File: src/rtl/seq_divider_nb_pkg.sv
// Shared encodings for the iterative RV32M divider.
// Op codes, FSM states and small op-decode helpers.
package seq_divider_nb_pkg;

  localparam logic [1:0] DIV_OP_DIV  = 2'b00;
  localparam logic [1:0] DIV_OP_DIVU = 2'b01;
  localparam logic [1:0] DIV_OP_REM  = 2'b10;
  localparam logic [1:0] DIV_OP_REMU = 2'b11;

  localparam logic [1:0] ST_IDLE = 2'b00;
  localparam logic [1:0] ST_DIV  = 2'b01;
  localparam logic [1:0] ST_FIX  = 2'b10;

  function automatic logic op_is_signed(
    input logic [1:0] op
  );
    return (op == DIV_OP_DIV) ||
           (op == DIV_OP_REM);
  endfunction

  function automatic logic op_is_rem(
    input logic [1:0] op
  );
    return (op == DIV_OP_REM) ||
           (op == DIV_OP_REMU);
  endfunction

endpackage

File: src/rtl/ripple_carry_adder_Nb.sv
// N-bit ripple-carry adder; inv_b=1 turns it into a - b.
// Ports: a, b, ci, inv_b in; sum, co out (co=1 => a >= b when subtracting).
module ripple_carry_adder_Nb #(
  parameter int N = 33
) (
  input  logic [N-1:0] a,
  input  logic [N-1:0] b,
  input  logic         ci,
  input  logic         inv_b,
  output logic [N-1:0] sum,
  output logic         co
);

  logic [N-1:0] bx;
  logic         cy;

  assign bx = b ^ {N{inv_b}};

  always_comb begin
    sum = '0;
    cy  = ci | inv_b;
    for (int i = 0; i < N; i++) begin
      sum[i] = a[i] ^ bx[i] ^ cy;
      cy     = (a[i] & bx[i]) |
               (cy & (a[i] ^ bx[i]));
    end
    co = cy;
  end

endmodule

File: src/rtl/seq_divider_nb.sv
// Iterative restoring divider for RV32M DIV/DIVU/REM/REMU, WIDTH+1 cycles.
// Ports: clk_i, rstn_i, start_i, op_i, dividend_i, divisor_i -> ready_o, done_o, result_o.
import seq_divider_nb_pkg::*;

module seq_divider_nb #(
  parameter int WIDTH = 32
) (
  input  logic             clk_i,
  input  logic             rstn_i,
  input  logic             start_i,
  input  logic [1:0]       op_i,
  input  logic [WIDTH-1:0] dividend_i,
  input  logic [WIDTH-1:0] divisor_i,
  output logic             ready_o,
  output logic             done_o,
  output logic [WIDTH-1:0] result_o
);

  localparam int CW = $clog2(WIDTH);
  localparam logic [WIDTH-1:0] ONE = WIDTH'(1);

  logic [1:0]       state;
  logic [CW-1:0]    count;
  logic [WIDTH-1:0] quo;
  logic [WIDTH-1:0] rem;
  logic [WIDTH-1:0] dvs;
  logic [1:0]       op_q;
  logic             neg_q;
  logic             neg_r;
  logic             div_zero;

  logic             in_signed;
  logic             in_zero;
  logic             dd_neg;
  logic             ds_neg;
  logic [WIDTH-1:0] dd_abs;
  logic [WIDTH-1:0] ds_abs;

  logic [WIDTH:0]   add_a;
  logic [WIDTH:0]   add_b;
  logic [WIDTH:0]   add_sum;
  logic             add_co;
  logic             unused_msb;

  logic [WIDTH-1:0] fix_val;
  logic             fix_neg;
  logic [WIDTH-1:0] fix_res;

  assign ready_o = (state == ST_IDLE);

  assign in_signed = op_is_signed(op_i);
  assign in_zero   = (divisor_i == '0);
  assign dd_neg    = in_signed & dividend_i[WIDTH-1];
  assign ds_neg    = in_signed & divisor_i[WIDTH-1];

  // Divide-by-zero keeps the raw dividend so the remainder
  // comes out as dividend_i with no sign fix.
  assign dd_abs = (dd_neg & ~in_zero) ?
                  (~dividend_i + ONE) : dividend_i;
  assign ds_abs = ds_neg ?
                  (~divisor_i + ONE) : divisor_i;

  assign fix_val = op_is_rem(op_q) ? rem : quo;
  assign fix_neg = op_is_rem(op_q) ? neg_r : neg_q;

  // One adder: trial subtract in DIV, 0 - value in FIX.
  always_comb begin
    add_a = {rem, quo[WIDTH-1]};
    add_b = {1'b0, dvs};
    if (state == ST_FIX) begin
      add_a = '0;
      add_b = {1'b0, fix_val};
    end
  end

  ripple_carry_adder_Nb #(
    .N (WIDTH + 1)
  ) u_add (
    .a     (add_a),
    .b     (add_b),
    .ci    (1'b0),
    .inv_b (1'b1),
    .sum   (add_sum),
    .co    (add_co)
  );

  assign unused_msb = add_sum[WIDTH];

  assign fix_res = fix_neg ?
                   add_sum[WIDTH-1:0] : fix_val;

  always_ff @(posedge clk_i or negedge rstn_i) begin
    if (!rstn_i) begin
      state    <= ST_IDLE;
      count    <= '0;
      quo      <= '0;
      rem      <= '0;
      dvs      <= '0;
      op_q     <= '0;
      neg_q    <= 1'b0;
      neg_r    <= 1'b0;
      div_zero <= 1'b0;
      result_o <= '0;
      done_o   <= 1'b0;
    end else begin
      done_o <= 1'b0;
      unique case (state)
        ST_IDLE: begin
          if (start_i) begin
            op_q     <= op_i;
            quo      <= dd_abs;
            rem      <= '0;
            dvs      <= ds_abs;
            div_zero <= in_zero;
            neg_q    <= (dd_neg ^ ds_neg) & ~in_zero;
            neg_r    <= dd_neg & ~in_zero;
            count    <= CW'(WIDTH - 1);
            state    <= ST_DIV;
          end
        end
        ST_DIV: begin
          rem <= add_co ? add_sum[WIDTH-1:0] :
                          add_a[WIDTH-1:0];
          quo <= {quo[WIDTH-2:0], add_co};
          if (count == '0) begin
            state <= ST_FIX;
          end else begin
            count <= count - CW'(1);
          end
        end
        ST_FIX: begin
          result_o <= fix_res;
          done_o   <= 1'b1;
          state    <= ST_IDLE;
        end
        default: begin
          state <= ST_IDLE;
        end
      endcase
    end
  end

endmodule

File: config.mk
export PLATFORM = sky130hd
export DESIGN_NAME = seq_divider_nb
export DESIGN_NICKNAME = d
export VERILOG_FILES = /design/src/rtl/seq_divider_nb_pkg.sv /design/src/rtl/ripple_carry_adder_Nb.sv /design/src/rtl/seq_divider_nb.sv
export SDC_FILE = /design/constraint.sdc
export NUM_CORES = 1
export LEC_CHECK = 0
export ABC_AREA = 1
export BUFFER_PORTS_ARGS = -buffer_cell sky130_fd_sc_hd__clkbuf_2
export CORE_MARGIN = 1.5
export CORE_UTILIZATION = 35
export CTS_BUF_LIST = sky130_fd_sc_hd__clkbuf_4 sky130_fd_sc_hd__clkbuf_8
export DETAILED_ROUTE_END_ITERATION = 12
export GPL_TIMING_DRIVEN = 0
export SYNTH_ARGS = -nofsm -noshare
export SYNTH_HDL_FRONTEND = slang
export SYNTH_SLANG_ARGS = --single-unit
File: constraint.sdc
create_clock -name clk_i -period 17.7 [get_ports clk_i]
set_clock_uncertainty 0.05 [all_clocks]
set_input_delay 2.655 -clock clk_i [delete_from_list [all_inputs] [get_ports clk_i]]
set_output_delay 2.655 -clock clk_i [all_outputs]
set_load 0.02 [all_outputs]
======== After elaboration in Yosys (flattened, before gate mapping) ========
Cells that the tools add are included.
cells by class
  eq/ne operators ......................... 8
  bitwise logic cells ..................... 172
  reductions and logical operators ........ 11
  add/sub/neg operators ................... 3
  multiplexer cells ....................... 19
operator list
  kind                                                                 number
  32-bit two-way mux                                                   8
  32-bit one-hot mux with 2 select lines                               2
  1-bit AND                                                            69
  1-bit XOR                                                            65
  32-bit by 1-bit adder with 32-bit output (second input constant)     2
  32-bit NOT                                                           2
  33-bit two-way mux                                                   1
  33-bit NOT                                                           1
  1-bit bitwise OR                                                     33
  32-bit logical NOT                                                   1
  5-bit two-way mux                                                    2
  5-bit one-hot mux with 2 select lines                                1
  2-bit == test (second input constant)                                4
  2-bit != test (second input constant)                                3
  2-bit AND reduction                                                  3
  5-bit logical NOT                                                    1
  5-bit by 1-bit subtractor with 5-bit output (second input constant)  1
  2-bit logical NOT                                                    2
  2-bit two-way mux                                                    2
  2-bit one-hot mux with 2 select lines                                1
  3-bit AND reduction                                                  1
  2-bit by 1-bit == test with 1-bit output (second input constant)     1
  1-bit logical OR                                                     2
  1-bit two-way mux                                                    2
  other kinds (2)                                                      3
storage, ports and cells
  word-level logic and storage cells ...... 223
  input port bits ......................... 69
  flip-flop bits (word level) ............. 140

======== Longest topological paths before layout ========
  word-level depth ........................ 73
  depth in mapped cells ................... 47

======== Cells and area by module ========
Synthesis repeated with hierarchy kept, for this count alone.
second synthesis, totals
  cell total of the unflattened synthesis .. 1611
  area total of the unflattened synthesis .. 10727.8 µm²
by module, submodules not included
  module                 area an instance (µm²)  sequential area each (µm²)  instances  cells each
  seq_divider_nb         9225.1                  3478.3                      1          1375
  ripple_carry_adder_Nb  1502.7                  0.0                         1          236

======== Worst setup path after synthesis ========
Ideal clock, no wire load.
  kind .................................... register -> register
  from .................................... reg state[1]
  to ...................................... reg rem[11]
  setup time .............................. 83 ps
  cell stages (with the launch flop) ...... 47
  arrival ................................. 13393 ps
  path slack .............................. 4175 ps
  data required time ...................... 17567 ps
  buffers on the path ..................... 3
  cells stage by stage .................... dfrtp_1 nand2_1 clkbuf_1 buf_1 nand2_1 o21ai_0 ha_1 inv_1 fa_1 fa_1 inv_1 fa_1 inv_1 fa_1 fa_1 fa_1 fa_1 fa_1 [11 not listed] fa_1 fa_1 fa_1 fa_1 fa_1 fa_1 fa_1 fa_1 fa_1 fa_1 fa_1 inv_1 fa_1 o21ai_2 inv_2 clkbuf_1 nor2_1 o22ai_1
between the ends
  word-level cells in the longest chain between the ends .. 71
  elaborated cells between the ends (all ways) .. 143
  classes of those cells .................. eq/ne: 3; mux: 4; bitwise: 133; reduce/logical: 3
ends and longest elaborated chain
  element                                        line                                                      source
  start: declaration                             seq_divider_nb.sv:22                                      logic [1:0] state;
  start signal: assignment                       seq_divider_nb.sv:94                                      state <= ST_IDLE;
  start signal: assignment                       seq_divider_nb.sv:118                                     state <= ST_DIV;
  start signal: assignment                       seq_divider_nb.sv:126                                     state <= ST_FIX;
  2-bit == test                                  seq_divider_nb.sv:70                                      if (state == ST_FIX) begin
  32-bit two-way mux                             seq_divider_nb.sv:70
  33-bit NOT (no line)                           --
  1-bit AND / 1-bit XOR (equally long branches)  ripple_carry_adder_Nb.sv:24, ripple_carry_adder_Nb.sv:25
  1-bit bitwise OR                               ripple_carry_adder_Nb.sv:24                               cy = (a[i] & bx[i]) |
  1-bit AND                                      ripple_carry_adder_Nb.sv:25                               (cy & (a[i] ^ bx[i]));
  1-bit bitwise OR                               ripple_carry_adder_Nb.sv:24
  1-bit AND                                      ripple_carry_adder_Nb.sv:25
  [55 not listed]                                --
  1-bit AND                                      ripple_carry_adder_Nb.sv:25
  1-bit bitwise OR                               ripple_carry_adder_Nb.sv:24
  1-bit AND                                      ripple_carry_adder_Nb.sv:25
  1-bit bitwise OR                               ripple_carry_adder_Nb.sv:24
  1-bit AND                                      ripple_carry_adder_Nb.sv:25
  1-bit bitwise OR                               ripple_carry_adder_Nb.sv:24
  32-bit two-way mux                             seq_divider_nb.sv:122                                     rem <= add_co ? add_sum[WIDTH-1:0] :
  32-bit one-hot mux with 2 select lines         seq_divider_nb.sv:107                                     unique case (state)
  end signal: assignment                         seq_divider_nb.sv:122
  end: declaration                               seq_divider_nb.sv:25                                      logic [WIDTH-1:0] rem;
Parallel ways exist; a longest one is shown, timed or not.
A chain may end at the register's enable or synchronous reset.

======== Final worst setup path ========
  from .................................... reg state[1]
  to ...................................... reg rem[20]
The elaborated chain is that of the path after synthesis.

==> impl_metrics.toml <==
[grt]
grt_pass1_vias = 8892
globalRouteOverflowTotal = 0
track_usage = 0.2366
grt_pass1_wl_mm = 51.16
grt_max_degree = 73
grt_antenna_before_repair = 0

[sta]
setup_violations = 0
slew_viol_final = 0
min_period_ps = 15210
timing.setup.tns_ps = 0
hold_violations = 0
finalCritPeriodShare = 0.8595
maxSlewHeadroom = 0.4760
setup_slack_ps = 2488
grt_setup_unrepaired = "false"
fmax_mhz = 65.74
max_slew.worst_pin.slew_ps = 770.8

[place]
dp.final_hpwl_mm = 24.97
portBuffers = 102
place_inst = 1791
place_congestion = 0.9291
place_ws_ps = 2726

[clock_tree]
clk_pin_slew_ps = 90
cts_root_buf = "clkbuf_8"
clock_sinks = 139
cts_setup_buffers = 0
ctsHoldBuffers = 0
insertion_delay_ps = 470
h-tree-depth = 4
ctsResizeCount = 0
cts_buffer_depth = 2
cts_buffers = 17
cts_tree = "done"

[drt]
via_per_inst = 5.272
ant_nets = 0
via_count = 9605
drt_first_pass_iters = 8
wl_mm = 32.35
drc = 0
drt-initial-drc-count = 821
wl_per_cell_um = 17.76

[yosys]
synth_edf_count = 0
yosysWarnings = 0
synth_nets = 1452
ys_seq_area_frac = 0.3647
syn_area_sq_mm = 0.009538
syn_area_per_cell_sq_um = 7.081
ys_seq_elements = 139
ys_types = 36
async_reset_ff_frac = 1.000
syn-instance-count = 1347
synth_ff_type = "dfrtp_1"

[worst_setup_path]
required_ps = 18030
cp_data_arrival_time_ps = 15540
end_kind = "register"
cp_max_fo = 10
startpoint_type = "register"
critPathKind = "register to register"
cpMostUsedCell = "fa_1"
critPathSlowestCell = "clkbuf_1"
cpPeakStageDelay_ps = 520

[worst_hold_path]
hold_path.class = "register to register"

[die]
io_pins = 103
die_h_um = 168.1
core.rowCount = 60
dieArea_sq_mm = 0.02825
start_util = 0.3549
fp.dieW_um = 168.1
core_sq_mm = 0.02688

[finish]
layout-drive-gt1-share = 0.1398
fin_cells = 1822
area_growth_pct = 15.45
layout.nets = 1574
fillers = 2940
finish.utilization = 0.4097
diodes = 0

[pwr]
powerDensity_mw_per_mm2 = 167.9
ir_worst_vdd_mv = 0.05904
p_total_mw = 1.849
p_leak_nw = 5.277

[flow_run]
maxCapViolations = 0

[run_status]
status = "complete, no violations"
==> per-layer routing <==
layer,routed length (um),global-route usage,vias to the layer above
li1,-,-,4633
met1,14480,0.3275,4575
met2,14640,0.3723,350
met3,2477,0.05383,47
met4,753,0.06483,0
met5,0,0,-
==> final cells by class <==
cell class              instances  area (sq um)  area share
repair buffers                103         546.8     0.04965
clock inverters                10         211.5     0.01920
well taps                     341         426.7     0.03875
flip-flops and latches        139          3478      0.3159
inverters                     112         420.4     0.03818
plain buffers                  69         332.8     0.03022
clock buffers                  21         289.0     0.02625
multi-input cells            1027          5306      0.4819
==> layout by cell type, fill, tap and decap left out, types with 2 or more instances in the layout <==
master        n
nand3_1      72
buf_1         6
inv_2         7
buf_2        29
clkbuf_1     29
dfrtp_1     139
nand2_1     434
nor2_2        9
a31oi_1       2
nand2_2       7
nand4_1      11
ha_1          5
nor2_4        6
o21ai_1       4
nand3b_1      3
clkinvlp_4    3
xnor2_1       3
o22ai_1      31
o211ai_1     29
clkbuf_8     22
a22oi_1      31
inv_1       105
bufinv_16     6
xor2_1       18
a21oi_1      15
nor2_1      167
o21ai_2       6
nor3_1        4
o21ai_0     129
buf_6         5
fa_1         31
o31ai_1       3
clkbuf_2    101
==> report_power, final <==
group / internal, mW / switching, mW
combinational: 0.361 / 0.587
sequential: 0.456 / 0.116
clock: 0.197 / 0.131
total: 1.01 / 0.834
==> synth_stat cells (7+ instances only) <==
master    count  area [sq um]
inv_2         7         26.28
a21oi_1      15         75.07
a22oi_1      31         232.7
o22ai_1      31         193.9
o21ai_0     129         645.6
nand2_2       7         43.79
buf_2        29         145.1
dfrtp_1     139          3478
inv_1       105         394.1
nor2_2        9         56.30
xor2_1       18         157.7
fa_1         31         620.6
nand3_1      72         360.4
o211ai_1     29         217.7
clkbuf_1     29         108.9
nand4_1      11         68.82
nand2_1     434          1629
nor2_1      167         626.9
==> worst paths after layout <==
path	depth (start not counted)	end	start	slack, ps
min	2	result_o[19]	result_o[19]	430
max reg2reg	46	rem[20]	state[1]	2490
max	46	rem[20]	state[1]	2490
min in group asynchronous	1	dvs[0]	rstn_i	2150
max in group asynchronous	2	quo[8]	rstn_i	14690
min reg2reg	2	result_o[19]	result_o[19]	430
==> worst max-delay path: cells and delay by family (launching register included) <==
family                     cells  cell delay [ps]
DFF                            1              410
and+or+nand+nor                3              390
AOI/OAI and AO/OA              3              360
buffers and inverters          8             1780
adders and majority gates     32            12120
==> flip-flops by register name (all words and copies together), names as in the netlist <==
name / count
op_q: 1
done_o: 1
neg_q: 1
state: 2
count: 5
dvs: 32
result_o: 32
neg_r: 1
rem: 32
quo: 32
==> cell families (layout without fill, tap and decap cells) <==
| kind of cell | after synthesis | after routing | share of synthesized area |
|---|---|---|---|
| AO/OA/AOI/OAI | 251 | 251 | 0.1553 |
| XOR/XNOR | 21 | 21 | 0.01928 |
| adder cells (fa/ha/maj) | 36 | 36 | 0.07163 |
| buffers and inverters | 181 | 315 | 0.07897 |
| flip-flops | 139 | 139 | 0.3647 |
| multiplexers | 1 | 1 | 0.001443 |
| AND/OR/NAND/NOR | 718 | 718 | 0.3087 |
==> through the flow <==
step	instance area (sq um)	hold slack, ps
3_3_place_gp	10480	416.3
2_1_floorplan	9538	393.8
3_5_place_dp	10510	418.4
6_report	11010	430.3
4_1_cts	11010	439.6
5_1_grt	11010	453.0
Note: power is estimated with default switching activity, not from simulation.
